`src/rtl/accel_pkg.sv`:
```
// Shared opcodes, sequencer state encoding and instruction field helpers
// for the accelerator sequencer slice.
package accel_pkg;

  localparam logic [3:0] OP_NOP     = 4'h0;
  localparam logic [3:0] OP_SETBASE = 4'h1;
  localparam logic [3:0] OP_SETLANE = 4'h2;
  localparam logic [3:0] OP_CALC    = 4'h3;
  localparam logic [3:0] OP_LOOP    = 4'h4;
  localparam logic [3:0] OP_ENDLOOP = 4'h5;
  localparam logic [3:0] OP_HALT    = 4'hF;

  typedef enum logic [2:0] {
    S_IDLE,
    S_FETCH,
    S_DECODE,
    S_EXEC,
    S_DONE,
    S_ERROR
  } seq_state_t;

  function automatic logic [3:0] instr_op(input logic [15:0] instr);
    return instr[15:12];
  endfunction

  function automatic logic [11:0] instr_imm(input logic [15:0] instr);
    return instr[11:0];
  endfunction

endpackage

```
`src/rtl/accel_addr_gen.sv`:
```
// Operand address generator: holds the base register and the CALC beat
// counter, producing the beat address, last-beat flag and accept strobe.
module accel_addr_gen #(
  parameter int ADDR_WIDTH = 8
) (
  input  logic                  clk,
  input  logic                  rst_n,
  input  logic                  set_base_i,
  input  logic [ADDR_WIDTH-1:0] base_i,
  input  logic                  load_i,
  input  logic [ADDR_WIDTH-1:0] count_i,
  input  logic                  active_i,
  input  logic                  ready_i,
  output logic [ADDR_WIDTH-1:0] addr_o,
  output logic                  last_o,
  output logic                  beat_o
);

  logic [ADDR_WIDTH-1:0] base_q;
  logic [ADDR_WIDTH-1:0] cnt_q;
  logic [ADDR_WIDTH-1:0] n_q;

  always_ff @(posedge clk or negedge rst_n) begin
    if (!rst_n) begin
      base_q <= '0;
      cnt_q  <= '0;
      n_q    <= '0;
    end else begin
      if (set_base_i) base_q <= base_i;
      if (load_i) begin
        cnt_q <= '0;
        n_q   <= count_i;
      end else if (beat_o && !last_o) begin
        cnt_q <= cnt_q + ADDR_WIDTH'(1);
      end
    end
  end

  // Address wraps naturally modulo 2**ADDR_WIDTH.
  assign addr_o = base_q + cnt_q;
  assign last_o = active_i && (cnt_q == n_q - ADDR_WIDTH'(1));
  assign beat_o = active_i && ready_i;

endmodule

```
`src/rtl/accel_sequencer.sv`:
```
// Programmable sequencer: fetches 16-bit instructions from a sync ROM and
// drives CALC beats into the PE array, with one-level loops and a trap.
module accel_sequencer
  import accel_pkg::*;
#(
  parameter int PC_WIDTH   = 6,
  parameter int ADDR_WIDTH = 8,
  parameter int NUM_LANES  = 4
) (
  input  logic                  clk,
  input  logic                  rst_n,
  input  logic                  start,
  output logic                  busy,
  output logic                  done,
  output logic                  error,
  output logic [PC_WIDTH-1:0]   imem_addr,
  input  logic [15:0]           instruction,
  output logic                  pe_valid,
  input  logic                  pe_ready,
  output logic [ADDR_WIDTH-1:0] pe_addr,
  output logic                  pe_last,
  output logic [NUM_LANES-1:0]  pe_lane_en,
  output seq_state_t            dbg_state_o
);

  // PE handshake: a beat transfers on any rising edge where pe_valid and
  // pe_ready are both high; pe_valid and the beat payload are held stable
  // while pe_ready is low, and pe_valid never depends on pe_ready.

  seq_state_t            state_q;
  logic [PC_WIDTH-1:0]   pc_q;
  logic                  busy_q;
  logic                  done_q;
  logic                  error_q;
  logic                  valid_q;
  logic [NUM_LANES-1:0]  mask_q;
  logic                  loop_active_q;
  logic [PC_WIDTH-1:0]   loop_pc_q;
  logic [7:0]            loop_cnt_q;

  logic [3:0]            op;
  logic [11:0]           imm;
  logic [ADDR_WIDTH-1:0] imm_aw;
  logic [NUM_LANES-1:0]  imm_nl;
  logic [7:0]            imm_k;
  logic                  unused_imm;
  logic [PC_WIDTH-1:0]   pc_inc;
  logic                  in_decode;
  logic                  endloop_taken;
  logic                  beat;
  logic                  last;

  assign op         = instr_op(instruction);
  assign imm        = instr_imm(instruction);
  assign imm_aw     = imm[ADDR_WIDTH-1:0];
  assign imm_nl     = imm[NUM_LANES-1:0];
  assign imm_k      = imm[7:0];
  assign unused_imm = ^imm;
  assign pc_inc     = pc_q + PC_WIDTH'(1);
  assign in_decode  = (state_q == S_DECODE);
  assign endloop_taken = loop_active_q && (loop_cnt_q != 8'd0);

  accel_addr_gen #(
    .ADDR_WIDTH(ADDR_WIDTH)
  ) u_addr_gen (
    .clk       (clk),
    .rst_n     (rst_n),
    .set_base_i(in_decode && (op == OP_SETBASE)),
    .base_i    (imm_aw),
    .load_i    (in_decode && (op == OP_CALC)),
    .count_i   (imm_aw),
    .active_i  (valid_q),
    .ready_i   (pe_ready),
    .addr_o    (pe_addr),
    .last_o    (last),
    .beat_o    (beat)
  );

  always_ff @(posedge clk or negedge rst_n) begin
    if (!rst_n) begin
      state_q       <= S_IDLE;
      pc_q          <= '0;
      busy_q        <= 1'b0;
      done_q        <= 1'b0;
      error_q       <= 1'b0;
      valid_q       <= 1'b0;
      mask_q        <= '1;
      loop_active_q <= 1'b0;
      loop_pc_q     <= '0;
      loop_cnt_q    <= '0;
    end else begin
      case (state_q)
        S_IDLE: begin
          if (start) begin
            state_q       <= S_FETCH;
            pc_q          <= '0;
            busy_q        <= 1'b1;
            error_q       <= 1'b0;
            loop_active_q <= 1'b0;
          end
        end
        S_FETCH: state_q <= S_DECODE;
        S_DECODE: begin
          // Default path: next instruction; specific opcodes override below.
          state_q <= S_FETCH;
          pc_q    <= pc_inc;
          case (op)
            OP_NOP, OP_SETBASE: ;
            OP_SETLANE: mask_q <= imm_nl;
            OP_CALC: begin
              if (imm_aw != '0) begin
                state_q <= S_EXEC;
                valid_q <= 1'b1;
              end
            end
            OP_LOOP: begin
              loop_active_q <= 1'b1;
              loop_pc_q     <= pc_inc;
              loop_cnt_q    <= (imm_k == 8'd0) ? 8'd0 : imm_k - 8'd1;
            end
            OP_ENDLOOP: begin
              if (endloop_taken) begin
                pc_q       <= loop_pc_q;
                loop_cnt_q <= loop_cnt_q - 8'd1;
              end else begin
                loop_active_q <= 1'b0;
              end
            end
            OP_HALT: begin
              state_q <= S_DONE;
              pc_q    <= pc_q;
              busy_q  <= 1'b0;
              done_q  <= 1'b1;
            end
            default: begin
              state_q <= S_ERROR;
              pc_q    <= pc_q;
              busy_q  <= 1'b0;
              error_q <= 1'b1;
            end
          endcase
        end
        S_EXEC: begin
          if (beat && last) begin
            valid_q <= 1'b0;
            state_q <= S_FETCH;
          end
        end
        S_DONE: begin
          done_q  <= 1'b0;
          state_q <= S_IDLE;
        end
        S_ERROR: state_q <= S_IDLE;
        default: state_q <= S_IDLE;
      endcase
    end
  end

  assign busy        = busy_q;
  assign done        = done_q;
  assign error       = error_q;
  assign imem_addr   = pc_q;
  assign pe_valid    = valid_q;
  assign pe_last     = last;
  assign pe_lane_en  = mask_q;
  assign dbg_state_o = state_q;

endmodule

```
`config.mk`:
```
export PLATFORM = sky130hd
export DESIGN_NAME = accel_sequencer
export DESIGN_NICKNAME = d
export VERILOG_FILES = /design/src/rtl/accel_pkg.sv /design/src/rtl/accel_addr_gen.sv /design/src/rtl/accel_sequencer.sv
export SDC_FILE = /design/constraint.sdc
export NUM_CORES = 1
export LEC_CHECK = 0
export ABC_AREA = 1
export CELL_PAD_IN_SITES_DETAIL_PLACEMENT = 1
export CELL_PAD_IN_SITES_GLOBAL_PLACEMENT = 2
export CORE_MARGIN = 3
export CORE_UTILIZATION = 32
export CTS_CLUSTER_DIAMETER = 60
export DETAILED_ROUTE_END_ITERATION = 12
export PLACE_DENSITY = 0.87
export SYNTH_ARGS = -nofsm -noshare
export SYNTH_HDL_FRONTEND = slang
export SYNTH_SLANG_ARGS = --single-unit
```
`constraint.sdc`:
```
create_clock -name clk -period 2.45 [get_ports clk]
set_clock_uncertainty 0.1 [all_clocks]
set_input_delay 0.245 -clock clk [delete_from_list [all_inputs] [get_ports clk]]
set_output_delay 0.245 -clock clk [all_outputs]
set_load 0.05 [all_outputs]
```
Yosys cells after proc, flatten, opt, wreduce, memory -nomap -nowiden --
Cells that the tools add are included.
Word-level totals: bits in writable memories 0, register bits after elaboration 56, input port bits 20, latch bits 0, output and inout bits 26, memories 0, memory bits (read-only) 0
Cells by class: shift-type cells 0, equality and inequality tests 22, $add $sub $neg 6, divide/modulo/power cells 0, $lt $le $gt $ge 0, multiply operators 0, reductions and logical operators 32, mux-type cells 29, bitwise gates (word level) 0
Operator list (number):
- two-way mux 8 bit | 4
- case mux 6 bit (2 select lines) | 2
- subtractor 8 x 1 -> 8 bit (second input constant) | 3
- case mux 8 bit (2 select lines) | 1
- nonzero test 8 bit | 2
- two-way mux 6 bit | 2
- case mux 1 bit (2 select lines) | 6
- case mux 3 bit (4 select lines) | 1
- AND reduction 3 bit | 4
- != test 2 bit (second input constant) | 5
- nonzero test 2 bit | 5
- OR reduction 5 bit | 2
- two-way mux 1 bit | 9
- case mux 3 bit (3 select lines) | 1
- adder 8 x 1 -> 8 bit (second input constant) | 1
- adder 8 bit | 1
- equality test 4 x 2 -> 1 bit (second input constant) | 2
- equality test 4 x 3 -> 1 bit (second input constant) | 2
- equality test 8 bit | 1
- logical NOT 8 bit | 1
- AND reduction 2 bit | 4
- AND reduction 4 bit | 2
- logical AND 1 bit | 7
- OR reduction 7 bit | 1
- 16 further kinds | 20

Logic depth before layout (Yosys ltp) --
Gate-level depths: netlist of run 1.
word-level depth 7, depth in mapped cells 14, depth with buffers taken out 14

By module --
A second synthesis of run 1 with hierarchy kept.
Second synthesis, totals: cells, all modules 511, area total of the unflattened synthesis 3821.2 um^2
Modules (own cells, without submodules):
- accel_sequencer | area an instance 2038.2 um^2, cells an instance 280, times used 1, sequential area each 805.8 um^2
- accel_addr_gen | area an instance 1783.0 um^2, cells an instance 231, times used 1, sequential area each 600.6 um^2

Worst setup path before layout of run 1 --
Ideal clock, no wire load.
kind reg-to-output, from register u_addr_gen.cnt_q[0], to output pe_addr[6], buffers on the path 0, required time 2.105 ns, path slack -0.232 ns, arrival time 2.337 ns, cell stages (with the launch flop) 9, cells stage by stage dfrtp_1 > ha_1 > inv_1 > fa_1 > o21ai_0 > nand2_1 > a21oi_1 > nor2_1 > xnor2_1
On the way: word-level cells in the longest chain between the ends 1
RTL lines:
- start, declared | RTL line accel_addr_gen.sv:20 | logic [ADDR_WIDTH-1:0] cnt_q;
- start signal, assigned | RTL line accel_addr_gen.sv:34 | cnt_q <= cnt_q + ADDR_WIDTH'(1);
- adder 8 bit | RTL line accel_addr_gen.sv:40 | assign addr_o = base_q + cnt_q;
- end, declared | RTL line accel_sequencer.sv:20 | output logic [ADDR_WIDTH-1:0] pe_addr,
No other way between the ends.

Worst setup path in the final report of run 1 --
Ends and elaborated chain as after synthesis.

==> flow_summary.json, run 1 <==
{
  "worstHoldPathType": "in -> async",
  "critPathMaxFanout": 2,
  "worst_pin_slew_ns": 0.500,
  "final-hold-violation-count": 0,
  "final_nets": 568,
  "rsz0062_at_grt": "yes",
  "synth_top_cell_area_share_pct": 36.6,
  "ys_seq_elements": 56,
  "grt_first_pass_wirelength_um": 17100,
  "rrSetupSlack_ns": 0.45,
  "via_per_inst": 4.89,
  "synth_top_family_by_area": "simple AND/OR/NAND/NOR gates",
  "seq_area_um2": 1410,
  "power_mw": 5.56,
  "synth-simple-area-share_pct": 28.8,
  "root_buffer": "clkbuf_8",
  "dieArea_um2": 12400,
  "synthMostInstantiatedCell": "nand2_1",
  "cts_tree": "done",
  "synth_top_cell_by_area": "dfrtp_1",
  "worstSkewPairLatency_ns": 0.31,
  "cts_sinks": 56,
  "clk_path_buf_depth": 2,
  "row_count": 37,
  "setup_tns_ns": 0,
  "crit_arrival_ns": 2.09,
  "ff2ff_path_depth": 12,
  "cts_buffers": 5,
  "critPathKind": "reg -> out",
  "io_buffers": 41,
  "synth_mux_area_share_pct": 0,
  "synth_compound_area_share_pct": 11.1,
  "syn-cell-area_um2": 3550,
  "firstDrtPassIters": 5,
  "clk_pin_slew_ns": 0.11,
  "ios": 46,
  "vdd_drop_max_uv": 645,
  "antenna_found_initial": 0,
  "post-route-min-period_ns": 2.43,
  "synth-xor-area-share_pct": 6.90,
  "drt_iter0_drc": 109,
  "synth-edff-count": 0,
  "synth-seq-area-share_pct": 39.6,
  "status": "completed",
  "routed_wl_um": 10100,
  "cp_data_required_time_ns": 2.11,
  "drv_slew": 0,
  "fp.dieH_um": 111,
  "avgSynthCellArea_um2": 7.43,
  "start_util_pct": 33.7,
  "synth-main-ff-cell": "dfrtp_1",
  "maxSlewHeadroom_pct": 66.5,
  "startpoint_type": "register",
  "async_flop_share_pct": 100,
  "syn_inst": 478,
  "place_area_um2": 4260,
  "crit_path_end_kind": "output pin",
  "setup_viol": 0,
  "yosys-top-cells-count": "nand2_1 (117), inv_1 (66), dfrtp_1 (52)",
  "wl_per_cell_um": 15.1,
  "yosys_warnings": 0,
  "cap_violations": 0,
  "worst_slack_ns": 0.0193,
  "fin_crit_sh_pct": 99.2,
  "grt_pass1_vias": 3558,
  "synth_area_leaders": "dfrtp_1 (37%), nand2_1 (12%), inv_1 (7.0%)",
  "drtAntennaViolNets": 0,
  "timing.fmax_mhz": 411,
  "place.gp.congestion": 0.817,
  "vias": 3280,
  "dp_hpwl_um": 7520,
  "fill_cells": 1308,
  "dpl_worst_slack_ns": 0.122,
  "track_usage_pct": 16.3,
  "antenna_cells": 0,
  "power.leakage_nw": 2.20,
  "pwr_density_cell_nw_per_um2": 1250,
  "htreeDepth": 2,
  "fin_area_um2": 4450,
  "grt_overflow": 0,
  "drc": 0,
  "syn2layout_area_growth_pct": 25.3,
  "core_area_um2": 10600,
  "drive_above_1_share_pct": 12.0,
  "grt_max_degree": 57,
  "synth_fa_ha_area_share_pct": 5.14,
  "dieWidth_um": 111,
  "syn_nets": 512,
  "reg2reg_to": "u_addr_gen.cnt_q[0]",
  "synth.distinct_cells": 31,
  "multi_input_area_um2": 1900,
  "r2r_start": "u_addr_gen.n_q[1]"
}
## layout make-up
| type | instances | area share [%] |
|---|---|---|
| inverter | 69 | 5.82 |
| tap | 136 | 3.82 |
| timing repair buffer | 56 | 13.9 |
| clock buffer | 6 | 1.85 |
| clock inverter | 2 | 0.337 |
| multi-input combinational | 346 | 42.7 |
| sequential | 56 | 31.6 |
## worst max path at each step
stage                             start    endpoint  slack, ns  cells after the start
finish              u_addr_gen.cnt_q[0]  pe_addr[6]       0.02                      9
global route        u_addr_gen.cnt_q[0]  pe_addr[6]      -0.12                      9
CTS                 u_addr_gen.cnt_q[0]  pe_addr[6]      -0.08                      9
detailed placement  u_addr_gen.cnt_q[0]  pe_addr[6]       0.12                      9
global placement    u_addr_gen.cnt_q[0]  pe_addr[6]       0.22                      9
floorplan           u_addr_gen.cnt_q[0]  pe_addr[4]       0.05                      5
## power breakdown
group / total, mW / switching, mW / internal [mW] / leakage (nW)
clock: 0.561 / 0.330 / 0.230 / 0.0434
combinational: 3.40 / 2.09 / 1.32 / 1.45
sequential: 1.59 / 0.323 / 1.27 / 0.712
## state kept, by name, indices dropped and copies added, names as in the netlist
signal	count
u_addr_gen.n_q	8
busy	1
error	1
pe_valid	1
pe_lane_en	4
u_addr_gen.base_q	8
loop_active_q	1
loop_cnt_q	8
loop_pc_q	6
u_addr_gen.cnt_q	8
done	1
imem_addr	6
dbg_state_o	3
## critical path: stages, from the launching register on
cell and delay, ns:
dfrtp_1 0.38, ha_1 0.17, inv_1 0.06, fa_2 0.36, o21ai_2 0.17, nand2_1 0.08
a21oi_2 0.11, nor2_1 0.07, xnor2_2 0.21, buf_12 0.16
## metrics by stage
| step | hold WS [ns] | instances | utilization [%] |
|---|---|---|---|
| CTS | 0.364 | 667 | 41.6 |
| global placement | 0.178 | 657 | 40.3 |
| global route | 0.402 | 671 | 42.2 |
| finish | 0.354 | 671 | 42.2 |
| detailed placement | 0.180 | 657 | 40.3 |
| floorplan | -0.151 | 478 | - |
## metal layers
metal	up-vias	wire [µm]	part of all wire, %	global-route usage (%)
met5	-	0	0	0
met4	0	40	0.40	3.08
met3	2	170	1.7	2.34
met2	26	5220	52	29.0
met1	1606	4670	46	21.3
li1	1646	-	-	-
## repair_timing
item | 4_1_cts | 5_1_grt
buffers inserted | 1 | 4
hold buffers | 1 | 0
gates cloned | 0 | 0
setup endpoints to repair | 5 | 4
pin swaps | 3 | 5
hold endpoints to repair | 52 | 0
gates resized for setup | 4 | 10
## logic make-up after synthesis
family,after synthesis
simple gates,229
buf+inv,76
compound gates,75
flops,56
xor+xnor,28
fa+ha+maj,14
## layout by cell type, fill, tap and decap left out, drive strengths merged, types with 15 or more instances in the layout
| master | count |
|---|---|
| clkdlybuf4s50 | 32 |
| inv | 69 |
| o21ai | 45 |
| nand3 | 32 |
| buf | 22 |
| nor2 | 55 |
| a21oi | 19 |
| dfrtp | 52 |
| nand4 | 15 |
| nand2 | 120 |
| xor2 | 22 |
Power figures use the tool's default switching activity.
==> run 2: changes to the inputs <==
--- a/config.mk
+++ b/config.mk
@@ -9,10 +9,11 @@
 export CELL_PAD_IN_SITES_DETAIL_PLACEMENT = 1
 export CELL_PAD_IN_SITES_GLOBAL_PLACEMENT = 2
 export CORE_MARGIN = 3
-export CORE_UTILIZATION = 32
+export CORE_UTILIZATION = 35
 export CTS_CLUSTER_DIAMETER = 60
 export DETAILED_ROUTE_END_ITERATION = 12
-export PLACE_DENSITY = 0.87
+export DONT_BUFFER_PORTS = 1
+export PLACE_DENSITY = 0.84
 export SYNTH_ARGS = -nofsm -noshare
 export SYNTH_HDL_FRONTEND = slang
 export SYNTH_SLANG_ARGS = --single-unit
==> flow_summary.json, run 2 (synthesis results as in run 1) <==
{
  "dieArea_um2": 11400,
  "cts_sinks": 56,
  "routed_wl_um": 9530,
  "io_buffers": 0,
  "firstDrtPassIters": 4,
  "core_area_um2": 9820,
  "mostFrequentLayoutCell": "nand2_1",
  "row_count": 36,
  "via_per_inst": 4.99,
  "htreeDepth": 2,
  "post-route-min-period_ns": 2.42,
  "crit_arrival_ns": 2.07,
  "setup_tns_ns": 0,
  "clk_pin_slew_ns": 0.11,
  "place.gp.congestion": 0.857,
  "drtAntennaViolNets": 0,
  "status": "completed",
  "drv_slew": 0,
  "dieWidth_um": 107,
  "final-hold-violation-count": 0,
  "vdd_drop_max_uv": 486,
  "layout_common_cells": "nand2_1 (117), inv_1 (63), dfrtp_1 (52)",
  "grt_overflow": 0,
  "track_usage_pct": 17.3,
  "wl_per_cell_um": 14.9,
  "grt_max_degree": 57,
  "root_buffer": "clkbuf_8",
  "power.leakage_nw": 2.08,
  "clk_path_buf_depth": 2,
  "drt_iter0_drc": 76,
  "dpl_worst_slack_ns": 0.185,
  "dp_hpwl_um": 7310,
  "cap_violations": 0,
  "antenna_cells": 0,
  "worstHoldPathType": "in -> reg",
  "startpoint_type": "register",
  "worst_pin_slew_ns": 0.574,
  "crit_path_end_kind": "output pin",
  "timing.fmax_mhz": 414,
  "grt_pass1_vias": 3296,
  "ios": 46,
  "fp.dieH_um": 107,
  "start_util_pct": 36.2,
  "cts_tree": "done",
  "pwr_density_cell_nw_per_um2": 1270,
  "critPathMaxFanout": 2,
  "rsz0062_at_grt": "yes",
  "antenna_found_initial": 0,
  "drive_above_1_share_pct": 13.4,
  "grt_first_pass_wirelength_um": 16000,
  "fin_crit_sh_pct": 98.7,
  "final_nets": 540,
  "worstSkewPairLatency_ns": 0.30,
  "worst_slack_ns": 0.0317,
  "fill_cells": 1268,
  "vias": 3191,
  "critPathKind": "reg -> out",
  "setup_viol": 0,
  "maxSlewHeadroom_pct": 61.6,
  "cp_data_required_time_ns": 2.11,
  "cts_buffers": 5,
  "syn2layout_area_growth_pct": 15.8,
  "drc": 0
}
-- run 2: cell count changes in the layout (fill, tap and decap cells not counted), moves of 2 or more --
cell             before  now
buf_4                13   24
inv_1                65   63
clkdlybuf4s50_1      32    0
bufinv_16             0    2
buf_12                8    1
ha_2                  0    2
ha_1                 11    9
-- run 2: critical path, cell delays in order (launching register included) --
cell,delay [ns]
dfrtp_1,0.38
ha_2,0.20
inv_2,0.04
fa_2,0.36
o21ai_2,0.15
nand2_1,0.08
a21oi_2,0.13
nor2_2,0.06
xnor2_2,0.19
buf_12,0.16
-- run 2: layout make-up --
type	instances	area, µm²	area share, %
clock buffers	6	72.6	1.76
clock inverters	2	60.1	1.46
inverters	69	263	6.39
multi-input cells	346	1900	46.1
flip-flops and latches	56	1410	34.2
well taps	133	166	4.05
repair buffers	28	248	6.02
-- run 2: through the flow --
stage                     total power [mW]  cell area (µm²)  utilization (%)  std cells  hold slack [ns]
final                                 5.21             4110             41.9        640           0.0229
after global routing                  5.68             4110             41.9        640           0.0320
after CTS                             5.20             4030             41.1        634          0.00707
after detailed placement              4.41             3830             39.1        622           -0.149
after global placement                4.31             3830             39.1        622           -0.149
after floorplan                       3.71             3560                -        478           -0.151
-- run 2: power breakdown --
| group | switching [mW] | total [mW] | internal [mW] | leakage, nW |
|---|---|---|---|---|
| clock network | 0.316 | 0.725 | 0.409 | 0.0654 |
| registers | 0.480 | 1.75 | 1.27 | 0.713 |
| logic | 1.81 | 2.74 | 0.931 | 1.30 |
-- run 2: path summary, 6_finish.rpt --
check | from | to | slack [ns] | cells after the start
max in group asynchronous | rst_n | pe_lane_en[3] | 1.58 | 2
max reg2reg | u_addr_gen.n_q[1] | u_addr_gen.cnt_q[7] | 0.48 | 15
min reg2reg | loop_pc_q[1] | loop_pc_q[1] | 0.38 | 2
min | instruction[14] | dbg_state_o[2] | 0.02 | 2
max | u_addr_gen.cnt_q[0] | pe_addr[6] | 0.03 | 9
min in group asynchronous | rst_n | u_addr_gen.cnt_q[7] | 0.34 | 2
-- run 2: timing repair --
| action | 4_1_cts | 5_1_grt |
|---|---|---|
| endpoints found under the hold margin | 57 | 0 |
| resized for setup | 4 | 9 |
| cloned | 0 | 0 |
| hold buffers | 3 | 0 |
| pin swaps | 0 | 5 |
| buffers inserted | 1 | 6 |
| endpoints found under the setup margin | 2 | 4 |
-- run 2: per-layer routing --
layer | track usage (%) | share of wire (%) | up-vias
li1 | - | - | 1587
met1 | 21.5 | 43 | 1543
met2 | 30.4 | 51 | 41
met3 | 3.25 | 3.3 | 20
met4 | 4.93 | 2.3 | 0
met5 | 0 | 0 | -
